**src/rtl/issue_stage.sv**
```systemverilog
// issue_stage: decode, register read and writeback stage feeding a one-cycle registered ALU.
// Stalls one cycle on a read-after-write to the previous instruction, and bypasses alu_out otherwise.
module issue_stage #(
   parameter int NREGS = 8
) (
   input  logic        clk,
   input  logic        rst,
   input  logic [15:0] instr,
   input  logic        instr_valid,
   output logic        instr_ready,
   output logic [15:0] operA,
   output logic [15:0] operB,
   output logic [3:0]  alu_op,
   input  logic [15:0] alu_out,
   input  logic [3:0]  flags,
   output logic [3:0]  status_flags,
   input  logic [2:0]  dbg_rsel,
   output logic [15:0] dbg_rdata
);
   logic [15:0] regs [NREGS];
   logic        s1_v, s2_v;
   logic [2:0]  s1_rd, s2_rd;
   logic [3:0]  op;
   logic [2:0]  rd, ra, rb;
   logic        is_ldi, is_alu, hazard, accept, unused_bits;
   logic [15:0] rdat_a, rdat_b;
   assign op = instr[15:12];
   assign rd = instr[11:9];
   assign ra = instr[8:6];
   assign rb = instr[5:3];
   assign unused_bits = ^instr[2:0];
   assign is_ldi = op == 4'd0;
   assign is_alu = op == 4'd15 || (op != 4'd0 && op < 4'd8);
   // s1 result is still inside the ALU, so a dependent ALU op must wait one cycle
   assign hazard = instr_valid && s1_v && is_alu && (ra == s1_rd || rb == s1_rd);
   assign instr_ready = !rst && !hazard;
   assign accept = instr_valid && instr_ready;
   // s2 result is on alu_out now and lands in the file at this same edge
   assign rdat_a = (s2_v && ra == s2_rd) ? alu_out : regs[ra];
   assign rdat_b = (s2_v && rb == s2_rd) ? alu_out : regs[rb];
   assign dbg_rdata = regs[dbg_rsel];
   always_ff @(posedge clk or posedge rst) begin
      if (rst) begin
         for (int i = 0; i < NREGS; i++) regs[i] <= '0;
         operA        <= '0;
         operB        <= '0;
         alu_op       <= '0;
         status_flags <= '0;
         s1_v         <= 1'b0;
         s1_rd        <= '0;
         s2_v         <= 1'b0;
         s2_rd        <= '0;
      end else begin
         alu_op <= !accept ? 4'd0 : is_alu ? op : is_ldi ? 4'd4 : 4'd0;
         operA  <= !accept ? 16'd0 : is_alu ? rdat_a : is_ldi ? {7'b0, instr[8:0]} : 16'd0;
         operB  <= (accept && is_alu) ? rdat_b : 16'd0;
         s1_v   <= accept && (is_alu || is_ldi);
         s1_rd  <= rd;
         s2_v   <= s1_v;
         s2_rd  <= s1_rd;
         if (s2_v) begin
            regs[s2_rd]  <= alu_out;
            status_flags <= flags;
         end
      end
   end
endmodule

```
**config.mk**
```make
export PLATFORM = sky130hd
export DESIGN_NAME = issue_stage
export DESIGN_NICKNAME = d
export VERILOG_FILES = /design/src/rtl/issue_stage.sv
export SDC_FILE = /design/constraint.sdc
export NUM_CORES = 1
export LEC_CHECK = 0
export ABC_AREA = 1
export CAP_MARGIN = 20
export CORE_UTILIZATION = 49
export CTS_BUF_LIST = sky130_fd_sc_hd__clkbuf_16
export CTS_CLUSTER_DIAMETER = 80
export DETAILED_ROUTE_END_ITERATION = 10
export PLACE_DENSITY = 0.76
export SLEW_MARGIN = 15
export SYNTH_ARGS = -nofsm -noshare
export SYNTH_HDL_FRONTEND = slang
export SYNTH_SLANG_ARGS = --single-unit
```
**constraint.sdc**
```tcl
create_clock -name clk -period 8.61 [get_ports clk]
set_clock_uncertainty 0.1 [all_clocks]
set_input_delay 1.2915 -clock clk [delete_from_list [all_inputs] [get_ports clk]]
set_output_delay 1.2915 -clock clk [all_outputs]
set_load 0.01 [all_outputs]
```
==> metrics.txt <==
top_reg_cell synth=dfrtp_1; Max-slew headroom=25.67%; final instance area=11780 sq um; syn nets=1514; Simple-Gate Fraction of Synth Area=28.73%; Synthesis Warnings=0; Final TNS setup=0 ps; largest net degree at the start of global routing=104; Setup Viol. Count Final=0; run status=finished, final reports clean; FFs w/ async S/R, synth=100.0%; EDFF count, synth=0; drt first pass iters=6; Yosys reg bits=176; Nets=1541; Post-Synthesis Cells=1472; n_diodes=0; via count=10560; DRT Wirelength=32810 microns; HP Class=reg2reg; Post-Synth XOR/XNOR Area=0.1707%; Post-synth top cells=456 x nand2_1, 208 x o21ai_0, 176 x dfrtp_1; register area=4404 sq um; Synth Area in Compound Gates=19.29%; count leader, synth=nand2_1; GRT overflow=0; GRT met3 Usage=7.516%; Die Wd=146.7 microns; total CTS buffers=17; Die Y=146.7 microns; full die area=21520 sq um; cell type with the largest total area after synthesis=dfrtp_1; Achievable Freq=0.1856 GHz; kind of critical path=in2out; Slew Viols, Final=0; Post CTS Setup Buffer Count=0; layout cells sized above 1=5.622%; multi-input logic area=4951 sq um; GR peak layer=met2; Area Overhead vs Synth=14.83%; Lkg Pwr=5.749 nW; CTS tree=done; Detail Placement HPWL=19160 microns; mux cell area share after synthesis=0%; startpoint types=primary input; Hold Vio Cnt, Final=0; Root Driver=clkbuf_16; Wirelength per Cell=18.41 microns; peak supply drop=149.9 uV; post_cts resized=0; CTS Hold Bufs=0; fin crit share=62.57%; RSZ-0062 raised after global routing=no; M2 GR Usage=45.09%; worst skew pair latency=440 ps; FP Rows=52; Placeable Area=20360 sq um; Routed Antenna Nets=0; global-route wire length before repair=52190 microns; CP Max Fanout=48; initial core utilization=50.38%; initial antenna violation count=0; crit path DAT=4000 ps; Yosys top cell area share=42.93%; Synth Cell Area=10260 sq um; Post-DP Area=11170 sq um; Adder-Cell Fraction of Synth Area=0%; GPL Wtd Cong=0.8535; hold_ws=286.7 ps; Max Cap Viol=0; H-tree depth=4; clock slew seen by the registers of the worst setup and hold paths=70 ps; Critical Path End Type=output pin; I/O pins=99; number of buffers on the longest clock path=2; Area contributors post-synth=dfrtp_1 43%, nand2_1 17%, o21ai_0 10%; Pwr Density=213.6 nW/um^2; Tot GR Track Use=30.97%; clock sinks=176; Seq/Total Area, Yosys=42.93%; total power draw=2.517 mW; measured slew at the worst slew-check pin=1112 ps; Syn Area/Cell=6.970 sq um; filler cell count in the final layout=1921; largest family of logic cells by synthesized area=simple AND/OR/NAND/NOR gates; Vias/cell=5.926; number of port buffers=98; met1 usage=43.60%; CP required=7220 ps; initial DRC count=1444; vias in the first global route=9581; Yosys cell types=29; final critical-path required period=5387 ps; drt drc=0
-- kinds of logic after synthesis --
family,Yosys count
AND/OR/NAND/NOR,716
buffers and inverters,212
XOR/XNOR,2
flip-flops,176
AO/OA/AOI/OAI,366
-- sequential cells by signal (all words and copies together), names as in the netlist --
register,cells
operA,16
alu_op,4
s1_v,1
status_flags,4
s1_rd,3
s2_rd,3
operB,16
s2_v,1
regs,128
-- cell usage in the layout, fill, tap and decap left out, types with 13 or more instances in the layout --
cell / n
clkdlybuf4s50_1: 94
dfrtp_1: 176
a31oi_1: 16
nand2_1: 456
inv_1: 92
clkbuf_16: 17
nand3_1: 146
o21ai_0: 208
o211ai_1: 36
buf_4: 13
o21ai_1: 21
nor2_1: 94
a21oi_1: 75
-- report_power, final --
part           switching (mW)  leakage (nW)  internal [mW]
combinational           0.377          3.38          0.244
clock                   0.352         0.270          0.401
sequential              0.152          2.10          0.991
-- critical path, cell delays in order --
cell             delay [ps]
buf_2                    80
buf_4                   460
clkinv_1                730
a21oi_1                 310
o21ai_0                 120
nand2_1                  70
nor2_1                   40
a31oi_1                 270
clkdlybuf4s50_1         610
-- per-stage QoR --
| step | setup slack (ps) | instances | util [%] |
|---|---|---|---|
| 2_1_floorplan | 40.20 | 1472 | - |
| 3_3_place_gp | 3312 | 1747 | 54.84 |
| 3_5_place_dp | 3284 | 1747 | 54.84 |
| 4_1_cts | 3285 | 1779 | 57.59 |
| 5_1_grt | 3003 | 1782 | 57.85 |
| 6_report | 3223 | 1782 | 57.85 |
-- path summary, 6_finish.rpt --
kind	startpoint	endpoint	slack (ps)	depth (start not counted)
hold / removal	s1_v$_DFF_PP0_	s2_v$_DFF_PP0_	290	0
hold reg to reg	s1_v$_DFF_PP0_	s2_v$_DFF_PP0_	290	0
min in group asynchronous	rst	regs[33]$_DFFE_PP0P_	1340	2
setup reg to reg	s1_rd[1]$_DFF_PP0_	operB[5]$_DFF_PP0_	6300	6
setup / recovery	dbg_rsel[1]	dbg_rdata[3]	3220	9
max in group asynchronous	rst	regs[74]$_DFFE_PP0P_	5760	3
-- per-layer routing --
metal  part of all wire [%]  wire (microns)
met3                     12            4099
met1                     41           13590
met5                      0               0
met2                     42           13890
met4                    3.8            1231
-- cell type report --
type	count	share of cell area, %
Multi-Input combinational cell	1084	42.02
Sequential cell	176	37.38
Timing Repair Buffer	115	9.505
Clock buffer	17	3.611
Inverter	105	3.473
Tap cell	270	2.867
Clock inverter	15	1.136
No activity file was read; power rests on OpenSTA's default activity.
